<file path="config.mk">
export PLATFORM = sky130hd
export DESIGN_NAME = bcd_down_counter
export DESIGN_NICKNAME = d
export VERILOG_FILES = /design/src/rtl/bcd_down_counter.sv
export SDC_FILE = /design/constraint.sdc
export NUM_CORES = 1
export LEC_CHECK = 0
export ABC_AREA = 1
export ABC_CLOCK_PERIOD_IN_PS = 1700
export CAP_MARGIN = 30
export CORE_MARGIN = 2
export CORE_UTILIZATION = 43
export DETAILED_ROUTE_END_ITERATION = 12
export PLACE_DENSITY = 0.76
export RECOVER_POWER = 100
export SYNTH_ARGS = -nofsm -noshare
export SYNTH_HDL_FRONTEND = slang
export SYNTH_SLANG_ARGS = --single-unit
</file>
<file path="constraint.sdc">
create_clock -name clk -period 1.7 [get_ports clk]
set_clock_uncertainty 0.2 [all_clocks]
set_input_delay 0.51 -clock clk [delete_from_list [all_inputs] [get_ports clk]]
set_output_delay 0.51 -clock clk [all_outputs]
set_load 0.02 [all_outputs]
</file>
<file path="src/rtl/bcd_down_counter.sv">
// rtl/bcd_down_counter.sv - multi-digit BCD countdown counter with preset load and terminal-count pulse
//
// Purpose: decimal countdown (borrow ripple across DIGITS BCD digits) stepped
// by qualified ticks while in RUN. States IDLE, RUN, EXPIRED.
// Optional feature macro: BCD_DOWN_COUNTER_AUTORELOAD_EN
//   defined   - terminal decrement reloads the preset and keeps running
//   undefined - terminal decrement stops at 0 in EXPIRED
//
// Ports:
//   clk      in   clock, rising edge
//   rst      in   asynchronous active-high reset
//   load     in   synchronous preset strobe (captures din)
//   din      in   BCD preset, digit 0 in [3:0]
//   start    in   begin/resume counting (needs nonzero count)
//   stop     in   pause counting, hold count
//   tick     in   count-enable strobe, honoured only in RUN
//   dout     out  current count, always valid BCD
//   running  out  state is RUN
//   expired  out  state is EXPIRED
//   done     out  one-cycle pulse on the terminal decrement
//   load_err out  one-cycle pulse when a loaded digit was saturated to 9

module bcd_down_counter #(
    parameter int DIGITS = 4
) (
    input  logic                  clk,
    input  logic                  rst,
    input  logic                  load,
    input  logic [4*DIGITS-1:0]   din,
    input  logic                  start,
    input  logic                  stop,
    input  logic                  tick,
    output logic [4*DIGITS-1:0]   dout,
    output logic                  running,
    output logic                  expired,
    output logic                  done,
    output logic                  load_err
);

    localparam int W = 4 * DIGITS;

    typedef enum logic [1:0] {
        IDLE    = 2'd0,
        RUN     = 2'd1,
        EXPIRED = 2'd2
    } state_t;

    state_t         state_q;
    logic [W-1:0]   dout_q;
    logic           done_q;
    logic           load_err_q;
`ifdef BCD_DOWN_COUNTER_AUTORELOAD_EN
    logic [W-1:0]   reload_q;
`endif

    logic [W-1:0]   sat_d;
    logic           sat_any_d;
    logic [W-1:0]   dec_d;
    logic           is_one_d;
    logic           is_zero_d;

    // Saturate each preset digit to 9 and flag if any digit was out of range.
    always_comb begin
        sat_d     = '0;
        sat_any_d = 1'b0;
        for (int i = 0; i < DIGITS; i++) begin
            if (din[4*i +: 4] > 4'd9) begin
                sat_d[4*i +: 4] = 4'd9;
                sat_any_d       = 1'b1;
            end else begin
                sat_d[4*i +: 4] = din[4*i +: 4];
            end
        end
    end

    // BCD decrement: a zero digit wraps to 9 and keeps the borrow moving up;
    // the first nonzero digit absorbs it.
    always_comb begin
        logic borrow;
        dec_d  = dout_q;
        borrow = 1'b1;
        for (int i = 0; i < DIGITS; i++) begin
            if (borrow) begin
                if (dout_q[4*i +: 4] == 4'd0) begin
                    dec_d[4*i +: 4] = 4'd9;
                end else begin
                    dec_d[4*i +: 4] = dout_q[4*i +: 4] - 4'd1;
                    borrow          = 1'b0;
                end
            end
        end
    end

    assign is_one_d  = (dout_q == W'(1));
    assign is_zero_d = (dout_q == '0);

    always_ff @(posedge clk or posedge rst) begin
        if (rst) begin
            state_q    <= IDLE;
            dout_q     <= '0;
            done_q     <= 1'b0;
            load_err_q <= 1'b0;
`ifdef BCD_DOWN_COUNTER_AUTORELOAD_EN
            reload_q   <= '0;
`endif
        end else begin
            done_q     <= 1'b0;
            load_err_q <= 1'b0;
            if (load) begin
                dout_q     <= sat_d;
                state_q    <= IDLE;
                load_err_q <= sat_any_d;
`ifdef BCD_DOWN_COUNTER_AUTORELOAD_EN
                reload_q   <= sat_d;
`endif
            end else begin
                case (state_q)
                    IDLE: begin
                        // stop outranks start; a zero count cannot be started
                        if (!stop && start && !is_zero_d) begin
                            state_q <= RUN;
                        end
                    end
                    RUN: begin
                        if (stop) begin
                            state_q <= IDLE;
                        end else if (tick) begin
                            if (is_one_d) begin
                                done_q  <= 1'b1;
`ifdef BCD_DOWN_COUNTER_AUTORELOAD_EN
                                dout_q  <= reload_q;
`else
                                dout_q  <= '0;
                                state_q <= EXPIRED;
`endif
                            end else begin
                                dout_q <= dec_d;
                            end
                        end
                    end
                    EXPIRED: begin
                        // held at 0 until load or rst
                    end
                    default: begin
                        state_q <= IDLE;
                    end
                endcase
            end
        end
    end

    assign dout     = dout_q;
    assign done     = done_q;
    assign load_err = load_err_q;
    assign running  = (state_q == RUN);
    assign expired  = (state_q == EXPIRED);

endmodule
</file>
After elaboration in Yosys (flattened, before gate mapping) --
Index checks and enable logic that the tools add are counted.
Word-level totals: flip-flop bits (word level) 20, bits of input ports 22, output and inout bits 20
Cells by class: $add $sub $neg 4, order comparisons 4, equality and inequality tests 8, multiplexer cells 37, reductions and logical operators 20
Operator list (count):
- 16-bit two-way mux | 5
- 4-bit two-way mux | 11
- 16-bit by 1-bit == test with 1-bit output, second input constant | 1
- 4-bit greater-than comparator, second input constant | 4
- 16-bit logical NOT | 1
- 4-bit logical NOT | 4
- 4-bit AND reduction | 4
- 4-bit by 1-bit subtractor with 4-bit output, second input constant | 4
- 1-bit two-way mux | 15
- 2-bit two-way mux | 5
- 3-bit nonzero test | 3
- 2-bit one-hot mux with 3 select lines | 1
- 2-bit != test, second input constant | 2
- 4-bit by 3-bit != test with 1-bit output, second input constant | 1
- 4-bit != test, second input constant | 1
- 2-bit nonzero test | 2
- 3-bit != test, second input constant | 1
- 3-bit AND reduction | 1
- 2-bit by 1-bit == test with 1-bit output, second input constant | 1
- 2-bit == test, second input constant | 1
- 1-bit logical AND | 2
- 1-bit logical NOT | 2
- 2-bit logical NOT | 1

Longest topological paths before layout --
word-level depth 10, gate-level depth with buffers 10

Worst setup path after synthesis --
Ideal clock, no wire load.
path kind register to register, from reg dout_q[4], in the netlist dout[4], to reg dout_q[10], in the netlist dout[10], data arrival time 1.430 ns, data required time 1.378 ns, slack -0.052 ns, stages on the path, launching flop included 11, path buffers 0, clock period less this slack 1.752 ns, path through dfrtp_1 -> inv_1 -> ha_1 -> nand2_2 -> inv_1 -> nand2_1 -> nand3_4 -> nand2_4 -> clkinv_4 -> nand2_1 -> o21ai_1
Between the ends: cells in the longest elaborated chain, start to end 6, elaborated cells on any way between the ends 11
RTL lines:
- start, declared | line 49 | logic [W-1:0] dout_q;
- start signal, assigned | line 110 | dout_q <= sat_d;
- 16-bit by 1-bit == test with 1-bit output | line 94 | assign is_one_d = (dout_q == W'(1));
- 16-bit two-way mux | line 128 | if (is_one_d) begin
- 16-bit two-way mux | line 127 | end else if (tick) begin
- 16-bit two-way mux | line 125 | if (stop) begin
- 16-bit two-way mux | line 117 | case (state_q)
- 16-bit two-way mux | line 109 | if (load) begin
Several ways; a longest one is shown, not always the timed one. The select of a mux whose other input is x is not followed. A chain may end at the register's enable or synchronous reset.

Final worst setup path --
from reg dout_q[11], in the netlist dout[11], to reg dout_q[15], in the netlist dout[15]
Same word-level chain as after synthesis.

==> impl_metrics.yaml <==
run_status:
  status: "complete, but fails checks"
  violations: "setup timing"
synth:
  yosysWarnings: 0
  synth-adder-area-share_pct: 5.872
  yosysSeqAreaShare_pct: 33.56
  synth_seq_cells: 20
  netlist_instances: 212
  yosys.area_share.simple_pct: 37.25
  synth_area_um2: 1491
  synth-compound-area-share_pct: 11.24
  synth_top_family_by_area: "simple AND/OR/NAND/NOR gates"
  syn_avg_cell_area_um2: 7.035
  synthMuxAreaShare_pct: 0
  synth_cell_types: 27
  syn-num-nets: 241
  synth-xor-area-share_pct: 1.762
worst_setup_path:
  r2r-end: "dout[15]"
  critPathArrivalTime_ns: 1.82
  crit_path_start: "dout[11]"
  reg2reg_depth: 10
  crit_end: "dout[15]"
  cp_max_fo: 8
  slowest_stage: "dfrtp_1"
  slowest_delay_ns: 0.42
  crit_cells: 10
  start_kind: "register"
  crit_path_cell_trace: "buf_6 -> nor2_4 -> nand2_4 -> nor2_4 -> nand2_4 -> nand3_4 -> nand2_8 -> nor2_8 -> nand2_1 -> nand2_1"
  critPathBufInv: 1
  cp-end-kind: "register"
  critical_path.top_delay_family: "simple AND/OR/NAND/NOR gates"
  r2r-start: "dout[11]"
  critical_path_required_ns: 1.77
  reg2reg_slack_ns: -0.05
  critPathKind: "reg -> reg"
cts:
  clock_insertion_delay_worst_skew_ns: 0.32
  cts.clk_slew.worst_paths_ns: 0.13
  clk_path_buf_depth: 2
  postCtsHoldBufs: 0
  root_buffer: "clkbuf_4"
  cts_tree: "done"
  clock_sinks: 20
  htreeDepth: 1
  cts_buffers: 3
sta:
  post-route-min-period_ns: 1.750
  timing.final.ws_setup_ns: -0.04985
  hold_ws_ns: 0.3451
  finalMaxSlewViolations: 0
  setup_violations: 10
  period_share_pct: 102.9
  hold_viol: 0
  relSlewSlack_pct: 65.75
  max_freq_mhz: 571.5
  rsz0062_at_grt: "true"
  tightestPinTransition_ns: 0.5137
layout:
  mostFrequentLayoutCells: "43 x nand2_1, 42 x buf_4, 22 x inv_1"
  diodes: 0
  drive_gt1_share_pct: 41.78
  nets: 334
  finalNonFillerCells: 350
  fin_util_pct: 73.83
  syn_to_final_growth_pct: 65.18
  layout.cells.most_common: "nand2_1"
detailed_routing:
  wl_per_cell_um: 12.49
  first_iter_violations: 77
  wl_um: 4370
  ant_nets: 0
  drtPass1Iterations: 4
  drcViolationCount: 0
  num_vias: 1730
  viasPerCell: 4.943
pwr:
  powerDensity_nw_per_um2: 1101
  p_leak_nw: 1.282
  worst_ir_drop_vdd_mv: 0.5667
global_routing:
  antenna_found_initial: 0
  grt_pass1_wl_um: 7017
  grt_max_degree: 21
  grt_pass1_vias: 1603
  grtUsageTotal_pct: 22.22
  grt.overflow.total: 0
floorplanning:
  fp-row-count: 21
  die_y_um: 62.90
  die_area_um2: 3956
  start_util_pct: 44.69
  ioPinCount: 42
  core_um2: 3337
  die_w_um: 62.90
placed_design:
  placed_cells: 332
  place_ws_ns: -0.3010
  gp_congestion: 0.8241
  place_hpwl_um: 3131
  portBuffers: 41
min_path:
  hold_class: "reg -> reg"
flow_run:
  maxCapViolations: 0
## flip-flops by register name, summed over array words and instances, names as in the netlist
name,count
dout,16
state_q,2
done,1
load_err,1
## how the worst min path moves through the flow
stage / startpoint / to / slack (ns) / cells past startpoint
2_1_floorplan: rst / done / 0.27 / 1
3_3_place_gp: dout[12] / dout[12] / 0.29 / 2
3_5_place_dp: dout[4] / dout[4] / 0.30 / 2
4_1_cts: rst / dout[15] / 0.32 / 3
5_1_grt: dout[4] / dout[4] / 0.36 / 2
6_report: dout[4] / dout[4] / 0.35 / 2
## Yosys cell counts, drive strengths merged
master,instances,area (um^2)
a21oi,5,25.02
nand4,5,31.28
dfrtp,20,500.5
clkbuf,1,3.750
buf,2,10.01
nor2,26,146.4
nand3,20,117.6
xor2,1,8.760
clkinv,1,8.760
o211ai,1,7.510
inv,35,131.4
ha,7,87.58
a31oi,2,12.51
nand2,59,254.0
o22ai,2,12.51
o21ai,22,110.1
nor4,1,6.260
xnor2,2,17.52
## kinds of logic (layout without fill, tap and decap cells)
family                     Yosys count  count (layout)
and+or+nand+nor                    111             111
buffers and inverters               39             131
xor gates and xnor gates             3               3
adders and majority gates            7               7
DFF                                 20              20
AOI/OAI and AO/OA                   32              32
## layout make-up
type | count | area, um^2
well taps | 46 | 57.56
fillers | 265 | 873.3
clock inverters | 1 | 30.03
multi-input cells | 153 | 968.4
inverters | 36 | 145.1
flip-flops and latches | 20 | 508.0
clock buffers | 3 | 22.52
repair buffers | 91 | 732.0
## metal layers
metal  wire [um]  GRT usage (%)  vias to the layer above  part of all wire [%]
met2        2225          38.56                       45                    51
li1            -              -                      868                     -
met1        1924          27.74                      810                    44
met3         161          2.523                        7                   3.7
met4          58          9.444                        0                   1.3
met5           0              0                        -                     0
## timing repair
action | CTS | global route
pin swaps | 5 | 17
endpoints found under the setup margin | 33 | 31
resized for setup | 89 | 50
setup buffers | 7 | 7
## worst register-to-register path, cell delays in order, from the launching register on
cell and delay, ns:
dfrtp_1 0.42, buf_6 0.13, nor2_4 0.13, nand2_4 0.07, nor2_4 0.13, nand2_4 0.12, nand3_4 0.13, nand2_8 0.09
nor2_8 0.16, nand2_1 0.06, nand2_1 0.06
## power by group
| group | internal [W] | switching (W) |
|---|---|---|
| Clock | 0.000239 | 0.000160 |
| Sequential | 0.000595 | 0.0000859 |
| Combinational | 0.000745 | 0.000888 |
| Total | 0.00158 | 0.00113 |
## metrics by stage
step                cell area (um^2)  TNS (ns)  power, W
floorplan                       1499         0  0.001492
global placement                2223    -4.146  0.002119
detailed placement              2223    -5.215  0.002149
CTS                             2382  -0.08873  0.002596
global route                    2464    -1.434  0.002908
finish                          2464   -0.2746  0.002714
Power figures use the tool's default switching activity.
